--- src/rtl/dif_pair_buffer.sv ---
// dif_pair_buffer: input commutator for one DIF FFT stage.
// Buffers the first half of each 2*HALF-sample block and, during the second
// half, presents each buffered sample (L) with its live partner (R) as one
// registered pair for the downstream butterfly.
module dif_pair_buffer #(
   parameter int IN_W         = 10,
   parameter int STAGE        = 0,
   parameter int TOTAL_STAGES = 8
) (
   input  logic            mclk,
   input  logic            i_init_n,
   input  logic            i_vld,
   input  logic            i_sof,
   input  logic [IN_W-1:0] i_I,
   input  logic [IN_W-1:0] i_Q,
   output logic            o_vld,
   output logic            o_sof,
   output logic [IN_W-1:0] o_LI,
   output logic [IN_W-1:0] o_LQ,
   output logic [IN_W-1:0] o_RI,
   output logic [IN_W-1:0] o_RQ,
   output logic            o_resync_strb
);

   localparam int HALF   = 2**(TOTAL_STAGES-STAGE-1);
   localparam int CNT_W  = TOTAL_STAGES-STAGE;
   // With HALF=1 there is no address field; a 1-bit constant-zero index keeps
   // the single-entry buffer addressable without a zero-width vector.
   localparam int ADDR_W = (CNT_W > 1) ? CNT_W-1 : 1;

   logic [CNT_W-1:0]  pos_q, pos_d;
   logic              vld_q, vld_d;
   logic              sof_q, sof_d;
   logic              resync_q, resync_d;
   logic [IN_W-1:0]   li_q, li_d, lq_q, lq_d, ri_q, ri_d, rq_q, rq_d;

   logic [CNT_W-1:0]  eff;
   logic              phase;
   logic [ADDR_W-1:0] addr;
   logic [2*IN_W-1:0] rd_data;

   // First-half sample store, {I,Q} per entry; deliberately not reset.
   logic [2*IN_W-1:0] pair_mem [HALF];

   // A valid i_sof restarts the block at position 0 in the same cycle.
   assign eff   = (i_vld && i_sof) ? '0 : pos_q;
   assign phase = eff[CNT_W-1];

   if (CNT_W > 1) begin : g_addr
      assign addr = eff[CNT_W-2:0];
   end else begin : g_no_addr
      assign addr = '0;
   end

   assign rd_data = pair_mem[addr];

   // Next-state: advance position, form pair and strobes on each valid sample.
   always_comb begin
      pos_d    = pos_q;
      vld_d    = 1'b0;
      sof_d    = 1'b0;
      resync_d = 1'b0;
      li_d     = li_q;
      lq_d     = lq_q;
      ri_d     = ri_q;
      rq_d     = rq_q;
      if (i_vld) begin
         // 2*HALF equals 2**CNT_W, so the counter wraps on its own.
         pos_d    = eff + CNT_W'(1);
         resync_d = i_sof && (pos_q != '0);
         if (phase) begin
            vld_d = 1'b1;
            sof_d = (addr == '0);
            li_d  = rd_data[2*IN_W-1:IN_W];
            lq_d  = rd_data[IN_W-1:0];
            ri_d  = i_I;
            rq_d  = i_Q;
         end
      end
   end

   // State and output registers; reset clears any pending pair.
   always_ff @(posedge mclk or negedge i_init_n) begin
      if (!i_init_n) begin
         pos_q    <= '0;
         vld_q    <= 1'b0;
         sof_q    <= 1'b0;
         resync_q <= 1'b0;
         li_q     <= '0;
         lq_q     <= '0;
         ri_q     <= '0;
         rq_q     <= '0;
      end else begin
         pos_q    <= pos_d;
         vld_q    <= vld_d;
         sof_q    <= sof_d;
         resync_q <= resync_d;
         li_q     <= li_d;
         lq_q     <= lq_d;
         ri_q     <= ri_d;
         rq_q     <= rq_d;
      end
   end

   // Capture first-half samples; contents only matter once written in a block.
   always_ff @(posedge mclk) begin
      if (i_vld && !phase) begin
         pair_mem[addr] <= {i_I, i_Q};
      end
   end

   assign o_vld         = vld_q;
   assign o_sof         = sof_q;
   assign o_resync_strb = resync_q;
   assign o_LI          = li_q;
   assign o_LQ          = lq_q;
   assign o_RI          = ri_q;
   assign o_RQ          = rq_q;

endmodule

--- config.mk ---
export PLATFORM = sky130hd
export DESIGN_NAME = dif_pair_buffer
export DESIGN_NICKNAME = d
export VERILOG_FILES = /design/src/rtl/dif_pair_buffer.sv
export SDC_FILE = /design/constraint.sdc
export NUM_CORES = 2
export LEC_CHECK = 0
export ABC_AREA = 1
export CELL_PAD_IN_SITES_DETAIL_PLACEMENT = 0
export CELL_PAD_IN_SITES_GLOBAL_PLACEMENT = 1
export CORE_ASPECT_RATIO = 0.5
export CORE_MARGIN = 2
export CORE_UTILIZATION = 30
export CTS_CLUSTER_DIAMETER = 120
export DETAILED_ROUTE_END_ITERATION = 8
export HOLD_SLACK_MARGIN = 0.02
export PLACE_DENSITY_LB_ADDON = 0.1
export SLEW_MARGIN = 20
export SYNTH_ARGS = -nofsm -noshare
export SYNTH_HDL_FRONTEND = slang
export SYNTH_SLANG_ARGS = --single-unit
export TNS_END_PERCENT = 30
--- constraint.sdc ---
create_clock -name mclk -period 3.5 [get_ports mclk]
set_input_delay 0.7 -clock mclk [delete_from_list [all_inputs] [get_ports mclk]]
set_output_delay 0.7 -clock mclk [all_outputs]
set_load 0.01 [all_outputs]
# Yosys cells after proc, flatten, opt, wreduce, memory -nomap -nowiden
# Memory sizes are Yosys's and may differ from the RTL's. A register that Yosys moved wholly into a read port is not among the register bits.
# Index checks and enable logic that the tools add are counted.
# totals
register_bits	31
ram_bits	2560
memories	1
# memory_table
memory	depth	word_bits	read_ports	rd_clocked_by_memory_dff	write_ports	line_no	text
pair_mem	128	20	1	1	1	43	logic [2*IN_W-1:0] pair_mem [HALF];
# classes
add_sub_neg	1
n_mux	8
n_reduce_logical	8
# op_table
operator	count
$add 8x1->8 const B	1
$mux 8	1
$reduce_bool 8->1	1
$logic_not 7->1	1
$mux 1	7
$logic_and 1x1->1	3
$logic_not 1->1	2
$reduce_and 2->1	1

# Logic depth before layout (Yosys ltp)
# depth
depth_word	6
depth_mapped	16
depth_no_buf	14

# Worst setup path after synthesis
# No wires, ideal clock.
# synth_path
path_type	input -> register
from	input port i_vld
to	memory pair_mem[75][0] in the netlist's numbering (enable)
setup_time_ps	422
arrival_ps	3189
path_slack_ps	-112
path_stages	9
path_buffers	2
path_cell_list	nand2_2 > buf_6 > inv_4 > nor2_4 > nand2_1 > buf_2 > inv_1 > nand2_1 > nor3_1
# synth_between
elab_chain_len	6
# synth_lines
item	line_no	text
start: declaration	12	input logic i_vld,
$logic_and 1x1->1	46	assign eff = (i_vld && i_sof) ? '0 : pos_q;
$mux 8	46	
$logic_not 1->1	107	if (i_vld && !phase) begin
$logic_and 1x1->1	107	
$mux 1	107	
$mux 1 (implied by the code)	108	pair_mem[addr] <= {i_I, i_Q};
end: declaration	43	
# Several ways; a longest one is shown, not always the timed one.

# Final worst setup path
# layout_path
from	input port i_vld
to	register lq_q[4], in the netlist o_LQ[4]
# layout_between
elab_chain_len	3
# layout_lines
item	line_no	text
$logic_and 1x1->1	46	
$mux 8	46	
$reduce_and 2->1 (no source line)	n/a	
end signal: assignment	99	lq_q <= lq_d;
end: declaration	35	logic [IN_W-1:0] li_q, li_d, lq_q, lq_d, ri_q, ri_d, rq_q, rq_d;
# Several ways; a longest one is shown, not always the timed one.
# A chain may end at the register's enable or synchronous reset.

==> impl_metrics.toml <==
[placed_design]
place_ws_ns = -0.9991
portBuffers = 66
dp_cells = 15440
gp_congestion = 0.8091
hpwl_mm = 252.1

[setup_path]
crit_fanout = 17
arrival_ns = 4.28
crit_path_end_kind = "flip-flop"
crit_start = "i_vld"
slowest_delay_ns = 0.51
path_cells = "clkdlybuf4s50_1, nand2_8, nand2_2, nor2_4, buf_12, buf_12, buf_4, nand2_1, o21ai_0, nor2_1, nor2_1, nor2_1, buf_4, nand2_1, nand2_1, nand3_1, nor2_1, nor2_1"
critPathKind = "in2reg"
critPathRequiredTime_ns = 4.31
cp_slowest_cell = "clkdlybuf4s50_1"
path_buf_inv = 5
critPathMostFrequentCell = "nor2_1"
startpoint_type = "primary input"
r2r_start = "pos_q[1]"
critical_path.top_delay_family = "simple AND/OR/NAND/NOR gates"

[sta]
drv_slew = 0
timing.final.ws_setup_ns = 0.02757
setup_viol = 0
worst_slew_pin_slew_ns = 1.038
fmax_mhz = 288.0
fin_crit_sh = 0.9921
rsz0062_at_grt = "false"
fin_setup_tns_ns = 0
finClkSkew_ns = 0.04067
slew_headroom = 0.3078
layout_min_cycle_time_ns = 3.472
hold_violations = 0

[logic_synthesis]
synth_fa_ha_area_frac = 0.0002227
synthTopCellsByCount = "edfxtp_1 (2560), nand2_1 (2190), inv_1 (1349)"
synth_top_cell_by_area = "edfxtp_1"
async_flop_share = 0.01953
yosys_register_bits = 2611
synth_area_leaders = "edfxtp_1 (68%), nand2_1 (7.3%), nand3b_1 (5.6%)"
synthMuxAreaShare = 0
yosysMostFrequentCell = "edfxtp_1"
synth-xor-area-share = 0.0003118
synth_ff_type = "edfxtp_1"
synth_nets = 10080
synth_compound_area_frac = 0.02417
yosysSeqAreaShare = 0.6955
syn_area_sq_mm = 0.1124
synth_top_cell_area_share = 0.6841
yosys.area_share.simple = 0.2105
synth-edff-count = 2560
synthCells = 10050
synth_cell_types = 29
avgSynthCellArea_sq_um = 11.18
synth_top_family_by_area = "simple AND/OR/NAND/NOR gates"
yosysWarnings = 0

[pwr]
ir_drop_uv = 370.3
seqPwrFrac = 0.433
clkPwrFrac = 0.354
powerDensity_mw_per_mm2 = 591.4
switching_power_uw = 24580
combPwrFrac = 0.213
p_int_uw = 56080
cellLeakagePower_uw = 0.05301
netSwitchingFraction = 0.3047

[cts]
htree_num_levels = 5
path_clk_slew_ns = 0.07
cts_tree = "yes"
cts_buffers = 273
clockRootBuffer = "clkbuf_16"
cts_buffer_depth = 4
clock_latency_ns = 0.90
cts.sinks = 2611

[drt]
drtAntennaViolNets = 0
drtIter0Drc = 6562
vias_per_cell = 4.686
drc = 0
wl_per_cell_um = 25.07
first_pass_iters = 6
routed_wl_mm = 399.4
vias = 74650

[global_routing]
overflow = 0
antenna_found_initial = 34
first_global_vias = 70960
grt_max_degree = 96
grtUsageTotal = 0.2053
grt_pass1_wl_mm = 560.7

[floorplan]
rows = 158
pin_count = 67
start_util = 0.3024
core-area_sq_mm = 0.3717
fp.dieW_um = 869.5
dieArea_sq_mm = 0.3798
die_y_um = 436.8

[finish]
stdcell_count = 15930
fill_cells = 36590
nNetsFinal = 10790
drive_gt1_frac = 0.1389
post-route-util = 0.3670
area_delta_synth_final_pct = 21.37

[hold_path]
min-delay-start = "i_Q[4]"
hp-class = "in2reg"

[status]
status = "finished, final reports clean"

[job]
max_cap_violations = 0
## cells by family (layout without fill, tap and decap cells)
kind of cell,Yosys count,count (layout)
AOI/OAI and AO/OA,404,404
xor gates and xnor gates,4,4
adders and majority gates,2,2
buffers and inverters,1933,2842
DFF,2611,2611
other,0,9
and+or+nand+nor,5099,5099
## layer usage
layer / up-vias / global-route usage / wire [um]
li1: 35120 / - / -
met1: 37580 / 0.3159 / 200000
met2: 1554 / 0.3115 / 174000
met3: 389 / 0.02588 / 18250
met4: 0 / 0.03797 / 7114
met5: - / 0 / 0
## worst paths after layout
| kind | end | slack, ns | cells after the start |
|---|---|---|---|
| worst max-delay path | o_LQ[4] | 0.03 | 18 |
| worst min register to register | pos_q[4] | 0.48 | 1 |
| min in group asynchronous | o_RI[0] | 0.47 | 2 |
| worst min-delay path | pair_mem[57][4] | 0.14 | 1 |
| max in group asynchronous | pos_q[0] | 2.17 | 2 |
| worst max register to register | o_LI[7] | 0.11 | 17 |
## area by class of cell
class	instances	area, sq um	area share
Tap cell	4960	6206	0.04550
Inverter	1357	5104	0.03742
Sequential cell	2611	78150	0.5730
Multi-Input combinational cell	5509	26860	0.1970
Timing Repair Buffer	1008	11750	0.08615
Clock buffer	339	7279	0.05338
Clock inverter	138	1005	0.007367
Antenna cell	9	22.52	0.0001651
## flip-flops by register name, summed over array words and instances, names as in the netlist
register and flops:
o_vld 1, pair_mem 2560, o_RQ 10, o_RI 10, o_LQ 10, o_LI 10, o_resync_strb 1, pos_q 8
o_sof 1
## stage by stage
stage / total power [uW] / hold WS, ns / instance area [sq um]
6_report: 80660 / 0.1355 / 136400
3_5_place_dp: 52980 / 0.4643 / 128000
5_1_grt: 84000 / 0.07821 / 136400
3_3_place_gp: 53080 / 0.4665 / 128000
2_1_floorplan: 42550 / 0.4044 / 112400
4_1_cts: 81750 / 0.05443 / 136300
## layout by cell type (no fill, tap or decap), types with 4 or more instances in the layout
cell type        Yosys  routed
inv_6                0       7
inv_1             1349    1348
buf_6                2      20
o211ai_1           276     276
buf_4               20     623
nand3_1            936     934
nor2_4               7       7
nand3b_1           839     839
nor2_1            1072     937
clkinv_2             0      35
nand2_2              3       8
clkbuf_16            0     281
o21ai_0            114     114
nand2_1           2190    2182
inv_2                7       4
or2_2               41      41
nor2_2               2     137
clkinvlp_4           0       4
clkdlybuf4s50_1      0      45
o21ai_1             12      11
clkinv_8             0       6
clkinv_1             0      75
buf_12               0     319
clkbuf_1           162      55
dfrtp_1             51      50
edfxtp_1          2560    2560
diode_2              0       9
bufinv_16            0      12
## power groups by stage
| stage | clock (uW) | sequential [uW] | combinational (uW) |
|---|---|---|---|
| after floorplan | 0 | 35500 | 7100 |
| after global placement | 0 | 35600 | 17500 |
| after detailed placement | 0 | 35600 | 17400 |
| after CTS | 29400 | 34900 | 17400 |
| after global routing | 30500 | 34900 | 18600 |
| final | 28500 | 34900 | 17200 |
## what timing repair did
action / CTS / global route
hold buffers: 1 / 0
cloned: 0 / 0
endpoints found under the hold margin: 51 / 0
pin swaps: 0 / 0
gates resized for setup: 1 / 7
buffers inserted: 0 / 0
setup endpoints to repair: 1 / 4
## worst reg2reg max path: stages (launching register included)
cell     delay, ns
dfrtp_1       0.44
inv_2         0.09
nand2_1       0.25
nand2_8       0.15
buf_12        0.19
buf_4         0.20
buf_4         0.17
nand3_1       0.08
nand2_1       0.08
nor2_1        0.41
nor2_1        0.08
nor2_1        0.32
buf_4         0.24
nand2_1       0.08
nand2_1       0.21
nand3_1       0.12
nor2_1        0.13
nor2_1        0.06
(Power assumes the default switching activity.)
